## src/rtl/regfile_pkg.sv

```systemverilog
// Shared defaults and address-validity helper for the multi-port integer register file.
package regfile_pkg;

  localparam int DATA_W_DEF = 32;
  localparam int DEPTH_DEF  = 32;
  localparam int NUM_RD_DEF = 2;
  localparam int NUM_WR_DEF = 1;

  // Out-of-range entries and a hardwired x0 are both treated as "no such register".
  function automatic logic addr_valid(input int unsigned addr, input int unsigned depth,
                                      input logic zero_reg);
    return (addr < depth) && !(zero_reg && (addr == 0));
  endfunction

endpackage

```

## src/rtl/regfile_fwd.sv

```systemverilog
// Next-read value for one read port: write-first forwarding with highest-port priority,
// then masking of invalid addresses to zero.
module regfile_fwd
  import regfile_pkg::*;
#(
  parameter int DATA_W   = DATA_W_DEF,
  parameter int DEPTH    = DEPTH_DEF,
  parameter int ADDR_W   = 5,
  parameter int NUM_WR   = NUM_WR_DEF,
  parameter int ZERO_REG = 1
) (
  input  logic [ADDR_W-1:0]        i_rd_addr,
  input  logic [NUM_WR-1:0]        i_wr_en,
  input  logic [NUM_WR*ADDR_W-1:0] i_wr_addr,
  input  logic [NUM_WR*DATA_W-1:0] i_wr_data,
  input  logic [DATA_W-1:0]        i_stored,
  output logic [DATA_W-1:0]        o_rd_next
);

  logic w_rd_valid;

  assign w_rd_valid = addr_valid(32'(i_rd_addr), DEPTH, ZERO_REG != 0);

  always_comb begin
    o_rd_next = i_stored;
    // Ascending scan so the highest-index matching port is the one left standing.
    for (int j = 0; j < NUM_WR; j++) begin
      if (i_wr_en[j] &&
          addr_valid(32'(i_wr_addr[j*ADDR_W +: ADDR_W]), DEPTH, ZERO_REG != 0) &&
          (i_wr_addr[j*ADDR_W +: ADDR_W] == i_rd_addr)) begin
        o_rd_next = i_wr_data[j*DATA_W +: DATA_W];
      end
    end
    if (!w_rd_valid) begin
      o_rd_next = '0;
    end
  end

endmodule

```

## src/rtl/regfile_mp.sv

```systemverilog
// Multi-port integer register file: NUM_WR write ports, NUM_RD registered read ports
// with write-first forwarding and per-port stall hold.
module regfile_mp
  import regfile_pkg::*;
#(
  parameter int DATA_W   = DATA_W_DEF,
  parameter int DEPTH    = DEPTH_DEF,
  parameter int ADDR_W   = (DEPTH > 1) ? $clog2(DEPTH) : 1,
  parameter int NUM_RD   = NUM_RD_DEF,
  parameter int NUM_WR   = NUM_WR_DEF,
  parameter int ZERO_REG = 1
) (
  input  logic                     clk,
  input  logic                     reset,
  input  logic [NUM_WR-1:0]        reg_write,
  input  logic [NUM_WR*ADDR_W-1:0] w_addr,
  input  logic [NUM_WR*DATA_W-1:0] w_data,
  input  logic [NUM_RD-1:0]        r_en,
  input  logic [NUM_RD*ADDR_W-1:0] r_addr,
  output logic [NUM_RD*DATA_W-1:0] r_data
);

  logic [DATA_W-1:0] r_mem [DEPTH];
  logic [DEPTH-1:0]  w_we;
  logic [DATA_W-1:0] w_wdata [DEPTH];

  // Per-register write decode; a later port overrides an earlier one on the same address.
  always_comb begin
    for (int unsigned k = 0; k < DEPTH; k++) begin
      w_we[k]    = 1'b0;
      w_wdata[k] = '0;
      for (int j = 0; j < NUM_WR; j++) begin
        if (reg_write[j] &&
            addr_valid(32'(w_addr[j*ADDR_W +: ADDR_W]), DEPTH, ZERO_REG != 0) &&
            (w_addr[j*ADDR_W +: ADDR_W] == ADDR_W'(k))) begin
          w_we[k]    = 1'b1;
          w_wdata[k] = w_data[j*DATA_W +: DATA_W];
        end
      end
    end
  end

  always_ff @(posedge clk or posedge reset) begin
    if (reset) begin
      for (int k = 0; k < DEPTH; k++) begin
        r_mem[k] <= '0;
      end
    end else begin
      for (int k = 0; k < DEPTH; k++) begin
        if (w_we[k]) begin
          r_mem[k] <= w_wdata[k];
        end
      end
    end
  end

  for (genvar gi = 0; gi < NUM_RD; gi++) begin : g_rd
    logic [ADDR_W-1:0] w_raddr;
    logic [DATA_W-1:0] w_stored;
    logic [DATA_W-1:0] w_next;
    logic [DATA_W-1:0] r_rd;

    assign w_raddr  = r_addr[gi*ADDR_W +: ADDR_W];
    // Guard the array index; addresses past DEPTH are zeroed again in the forwarder.
    assign w_stored = (32'(w_raddr) < DEPTH) ? r_mem[w_raddr] : '0;

    regfile_fwd #(
      .DATA_W  (DATA_W),
      .DEPTH   (DEPTH),
      .ADDR_W  (ADDR_W),
      .NUM_WR  (NUM_WR),
      .ZERO_REG(ZERO_REG)
    ) u_fwd (
      .i_rd_addr(w_raddr),
      .i_wr_en  (reg_write),
      .i_wr_addr(w_addr),
      .i_wr_data(w_data),
      .i_stored (w_stored),
      .o_rd_next(w_next)
    );

    always_ff @(posedge clk or posedge reset) begin
      if (reset) begin
        r_rd <= '0;
      end else if (r_en[gi]) begin
        r_rd <= w_next;
      end
    end

    assign r_data[gi*DATA_W +: DATA_W] = r_rd;
  end

endmodule

```

## config.mk

```make
export PLATFORM = sky130hd
export DESIGN_NAME = regfile_mp
export DESIGN_NICKNAME = d
export VERILOG_FILES = /design/src/rtl/regfile_pkg.sv /design/src/rtl/regfile_fwd.sv /design/src/rtl/regfile_mp.sv
export SDC_FILE = /design/constraint.sdc
export NUM_CORES = 2
export LEC_CHECK = 0
export CAP_MARGIN = 20
export CORE_ASPECT_RATIO = 1.2
export CORE_MARGIN = 2
export CORE_UTILIZATION = 55
export CTS_CLUSTER_DIAMETER = 30
export DETAILED_ROUTE_END_ITERATION = 10
export GPL_TIMING_DRIVEN = 1
export PLACE_DENSITY = 0.7
export RECOVER_POWER = 25
export REMOVE_ABC_BUFFERS = 1
export SYNTH_ARGS = -nofsm -noshare
export SYNTH_HDL_FRONTEND = slang
export SYNTH_SLANG_ARGS = --single-unit
export TNS_END_PERCENT = 20
```

## constraint.sdc

```tcl
create_clock -name clk -period 80.7 [get_ports clk]
set_input_delay 16.14 -clock clk [delete_from_list [all_inputs] [get_ports clk]]
set_output_delay 16.14 -clock clk [all_outputs]
set_load 0.01 [all_outputs]
```

# Word-level counts from Yosys, hierarchy flattened
# Index checks and enable logic that the tools add are counted.
[word_totals] ff_bits=1088 inputBits=52 output_inout_bits=64 word_cells=184
[classes] magnitude_cmp=2 n_eq_ne=33 mux=74 bitwise=2 reduce_logical=39
[op_table] operator="$mux W32" count=40
[op_table] operator="$bmux W32 S5" count=2
[op_table] operator="$eq A5 B5 Y1 const B" count=16
[op_table] operator="$eq A5 B4 Y1 const B" count=8
[op_table] operator="$logic_and A1 B1 Y1" count=35
[op_table] operator="$mux W1" count=32
[op_table] operator="$eq A5 B3 Y1 const B" count=4
[op_table] operator="$logic_not A5 Y1" count=3
[op_table] operator="$ge A6 B6 Y1 const B" count=2
[op_table] operator="$not A5 Y6" count=2
[op_table] operator="$eq A5 B2 Y1 const B" count=2
[op_table] operator="$eq A5 B5 Y1" count=2
[op_table] operator="$eq A5 B1 Y1 const B" count=1
[op_table] operator="$logic_not A1 Y1" count=1

# Depth between registers and ports, before layout
[logic_depth] word_depth=6 ltp_mapped=8 mapped_depth_nobuf=4

# Cells and area by module
# A second synthesis with hierarchy kept.
[hier_totals] hier_cells=4978 hier_area_um2=59175.5
[by_module_without_submodules] module="regfile_mp" n_inst=1 cells_each=4750 area_per_inst_um2=57726.6 seq_area_each_um2=27226.1
[by_module_without_submodules] module="regfile_fwd" n_inst=2 cells_each=114 area_per_inst_um2=724.4 seq_area_each_um2=0.0

# Worst setup path after synthesis
# No wires, ideal clock.
[synth_timing] kind="input port to flip-flop" startpoint="in r_addr[0]" endpoint="reg g_rd[0].r_rd[10]" setup_time_ns=0.135 t_arrival_ns=17.922 required_time_ns=80.565 slack_ns=62.644 stages=8 n_path_buf=4 path_cell_list="buf_2 > buf_2 > buf_2 > buf_2 > mux4_2 > a22o_1 > nor2_1 > o221ai_2"
[synth_between] elab_chain_len=6 word_cells_on_any_way=9 classes_between="eq/ne (1); mux (5); bitwise (1); reduce/logical (2)"
[synth_rtl] item="start: declaration" line_no="regfile_mp.sv:19" source="input logic [NUM_RD*ADDR_W-1:0] r_addr,"
[synth_rtl] item="$not A5 Y6 (not written as such)" line_no="regfile_mp.sv:65" source="assign w_stored = (32'(w_raddr) < DEPTH) ? r_mem[w_raddr] : '0;"
[synth_rtl] item="$bmux W32 S5" line_no="regfile_mp.sv:65"
[synth_rtl] item="$mux W32 (not written as such) (2 in series)" line_no="regfile_mp.sv:65"
[synth_rtl] item="$mux W32" line_no="regfile_fwd.sv:28" source="if (i_wr_en[j] &&"
[synth_rtl] item="$mux W32 *" line_no="regfile_fwd.sv:34" source="if (!w_rd_valid) begin"
[synth_rtl] item="end signal: assignment" line_no="regfile_mp.sv:86" source="r_rd <= w_next;"
[synth_rtl] item="end: declaration" line_no="regfile_mp.sv:61" source="logic [DATA_W-1:0] r_rd;"
# Mark *: on every way between the ends. The rest lies on a longest branch, timed or not. The select of a mux whose other input is x is not followed.
# A chain may end at the register's enable or synchronous reset.

==> results.yml <==
global_route:
  grt_max_degree: 131
  vias_in_the_first_global_route: 39400
  globalRoute.totalOverflow: 0
  grt_pass1_wl_microns: 267000
  global_route.usage.total_pct: 34.4
  initial_antenna_violation_count: 4
power_and_ir_drop:
  power.density_cell_area_nw_per_um2: 29.6
  design_power_total_mw: 1.99
  leakagePower_nw: 28.6
  ir_drop_uv: 24.8
flow_run:
  max_cap_violations: 8
cells_and_area:
  post_layout_instance_area_sq_um: 67200
  fraction_of_layout_cells_with_a_size_suffix_above_1_pct: 56.9
  area_growth_syn_to_layout_pct: 17.5
  filler_cells: 6953
  ff_latch_area_sq_um: 27200
  multi_input_comb_area_sq_um: 28200
  design.final.nets: 3672
clocking:
  clk_pin_slew_worst_paths_ns: 0.04
  cts_setup_buffers: 0
  htreeDepth: 4
  cts_root_buf: "clkbuf_16"
  cts_resized: 0
  clk-insertion-delay-late_ns: 0.82
  tritoncts: "done"
  clock_tree.buffer_depth: 3
  cts_inserted_buffers: 207
  post_cts_hold_buffer_count: 0
  clock_sinks: 1088
synthesis:
  syn-cell-area_sq_um: 57200
  post_synth_xor_area_fraction_pct: 0.153
  synth_mux_area_share_pct: 42.2
  ys_types: 34
  complex_gate_fraction_of_the_synthesized_area_pct: 4.75
  synth_top_family_by_area: "multiplexers"
  yosysWarningCount: 0
  synth_cells: 3618
  post_synth_fa_ha_maj_area_fraction_pct: 0
  avgSynthCellArea_sq_um: 15.8
  simple_logic_cell_fraction_of_the_synthesized_area_pct: 1.68
  ys_seq_elements: 1088
  yosysSeqAreaShare_pct: 47.6
floorplanning:
  start_util_pct: 55.5
  die_h_microns: 357
  placement_rows: 129
  io_pins: 116
  die_x_microns: 298
  dieArea_sq_um: 107000
  placeableCoreArea_sq_um: 103000
worst_setup_path:
  critical-path-max-stage-delay_ns: 2.89
  end_kind: "asynchronous set/reset pin"
  crit_family: "buffers and inverters"
  worstRegToRegCells: 4
  worst_r2r_startpoint: "r_mem[541]"
  cp-startpoint: "reset"
  worst-path-stages: 6
  cp_slowest_cell: "clkinvlp_2"
  critPathMaxFanout: 118
  count_of_buffer_and_inverter_cells_on_the_critical_path: 6
  cp.required_ns: 81.49
  cp_startpoint_kind: "primary input"
  cp_common_cell: "buf_4"
  critPathArrivalTime_ns: 24.35
  minimum_setup_slack_among_reg_to_reg_paths_ns: 78.86
  worst_setup_path_endpoint: "r_mem[466]"
  critical_path.cell_chain: "dlygate4sd3_1 > clkinvlp_2 > clkbuf_1 > buf_4 > buf_4 > buf_4"
  worstReg2RegEnd: "g_rd[0].r_rd[29]"
  timing.setup.critical_path_class: "in -> async"
sta:
  fmax_mhz: 42.4
  timing_worst_slew_pin_value_ns: 5.27
  fin_ws_ns: 57.13
  worst_clock_skew_ns: 0.0359
  final_period_minus_worst_setup_slack_ns: 23.57
  slew-limit-headroom_pct: -253
  hold_violations: 0
  report.final.setup_viol: 0
  timing_max_transition_violations_final: 513
  grt_setup_unrepaired: "false"
  min_period_over_period_pct: 29.2
  fin_hold_ws_ns: 0.392
  finalSetupTns_ns: 0
routing:
  via_per_inst: 7.14
  detailedRoute.firstPassIterationCount: 7
  wirelength_met1_microns: 68900
  dr_wl_met3_microns: 16800
  wl_microns: 181000
  met2RoutedLength_microns: 86300
  maxUsedRoutingLayer: "met4"
  antenna_violating_nets_post_route: 0
  remaining_drc_errors: 0
  detailroute.via_count: 37000
  drt_first_iter_violations: 3621
  wl_per_cell_microns: 34.9
placed_design:
  dp_worst_setup_slack_ns: 59.75
  io_buffers: 115
  post_dp_cell_area_sq_um: 59200
  gp_congestion: 0.801
  hpwlAfterDp_microns: 96000
status:
  outcome: "finished, violations left"
  failed_checks: "max-capacitance violations, max-slew violations"
worst_hold_path:
  hold_wc_path_type: "reg -> reg"
## worst register-to-register path: cells and delay by family (launching register included)
kind	cells	cell delay, ns
buf+inv	1	0.18
compound gates	1	0.11
flops	1	0.39
mux	2	0.99
## report_power, final
part	switching, mW	internal [mW]	leakage (nW)
combinational	0.135	0.207	11.0
sequential	0.0820	0.652	14.0
clock	0.314	0.597	3.56
total	0.531	1.46	28.6
## Yosys cell counts
cell type  instances  area share [%]
a22o_1           128             2.0
nand3_1            2           0.018
and2_1             2           0.022
or4_1              2           0.026
o221ai_2          60             1.6
nand4_1            1           0.011
buf_6             10            0.20
o21a_1             2           0.026
o2111a_1           2           0.039
mux2_1             2           0.039
a41oi_1           64            0.98
nor2_1            79            0.52
xor2_1             6           0.092
mux4_2           576              23
a211o_4            2           0.061
buf_2             84            0.73
a21o_1             2           0.026
o21ai_0            2           0.018
clkbuf_1         286             1.9
nand2b_1           3           0.033
nor2b_1           72            0.79
inv_1             65            0.43
buf_1             45            0.30
nor3_1             7           0.061
nand4b_1           3           0.046
or4_4              1           0.020
nor3_2             1           0.018
nand2_1           15           0.098
o221ai_1           4           0.061
nor3b_1            2           0.026
buf_4              6           0.079
dfrtp_1         1088              48
mux2_2           990              19
xnor2_1            4           0.061
## sequential cells by signal, indices dropped and copies added, names as in the netlist
signal,count
g_rd.r_rd,64
r_mem,1024
## placed cells by master, fill, tap and decap left out, drive strengths merged, types with 30 or more instances in the layout
| cell | count |
|---|---|
| a22o | 128 |
| a41oi | 64 |
| buf | 106 |
| bufinv | 30 |
| clkbuf | 257 |
| clkdlybuf4s50 | 40 |
| clkinv | 51 |
| clkinvlp | 35 |
| dfrtp | 1088 |
| dlygate4sd3 | 65 |
| inv | 91 |
| mux2 | 992 |
| mux4 | 576 |
| nor2 | 79 |
| nor2b | 72 |
| o221ai | 64 |
## how the worst min path moves through the flow
stage / startpoint / to / cells past startpoint
after floorplan: r_mem[1000] / r_mem[1000] / 0
after global placement: r_mem[1017] / r_mem[1017] / 0
after detailed placement: r_mem[999] / r_mem[999] / 0
after CTS: r_mem[999] / r_mem[999] / 0
after global routing: r_mem[1003] / r_mem[1003] / 0
final: r_mem[1004] / r_mem[1004] / 0
## per-layer routing
metal,track usage (%),vias up
met1,45.0,20100
li1,-,14200
met4,16.7,0
met3,9.39,539
met5,0,-
met2,53.7,2086
## per-stage QoR
stage | util, % | std cells
2_1_floorplan | - | 3187
3_3_place_gp | 57.3 | 4757
3_5_place_dp | 57.4 | 4760
4_1_cts | 64.6 | 5146
5_1_grt | 65.1 | 5174
6_report | 65.1 | 5175
## cells by family after synthesis
family,count (synthesis)
muxes,1568
AOI/OAI and AO/OA,266
DFF,1088
buffers and inverters,496
xor gates and xnor gates,10
and+or+nand+nor,190
## layout make-up
type	count	share of cell area, %
inverters	65	0.365
clock buffers	244	8.36
flip-flops and latches	1088	40.5
diodes	3	0.0112
clock inverters	142	2.72
multi-input cells	2034	41.9
well taps	1375	2.56
repair buffers	224	3.56
Note: power is estimated with default switching activity, not from simulation.
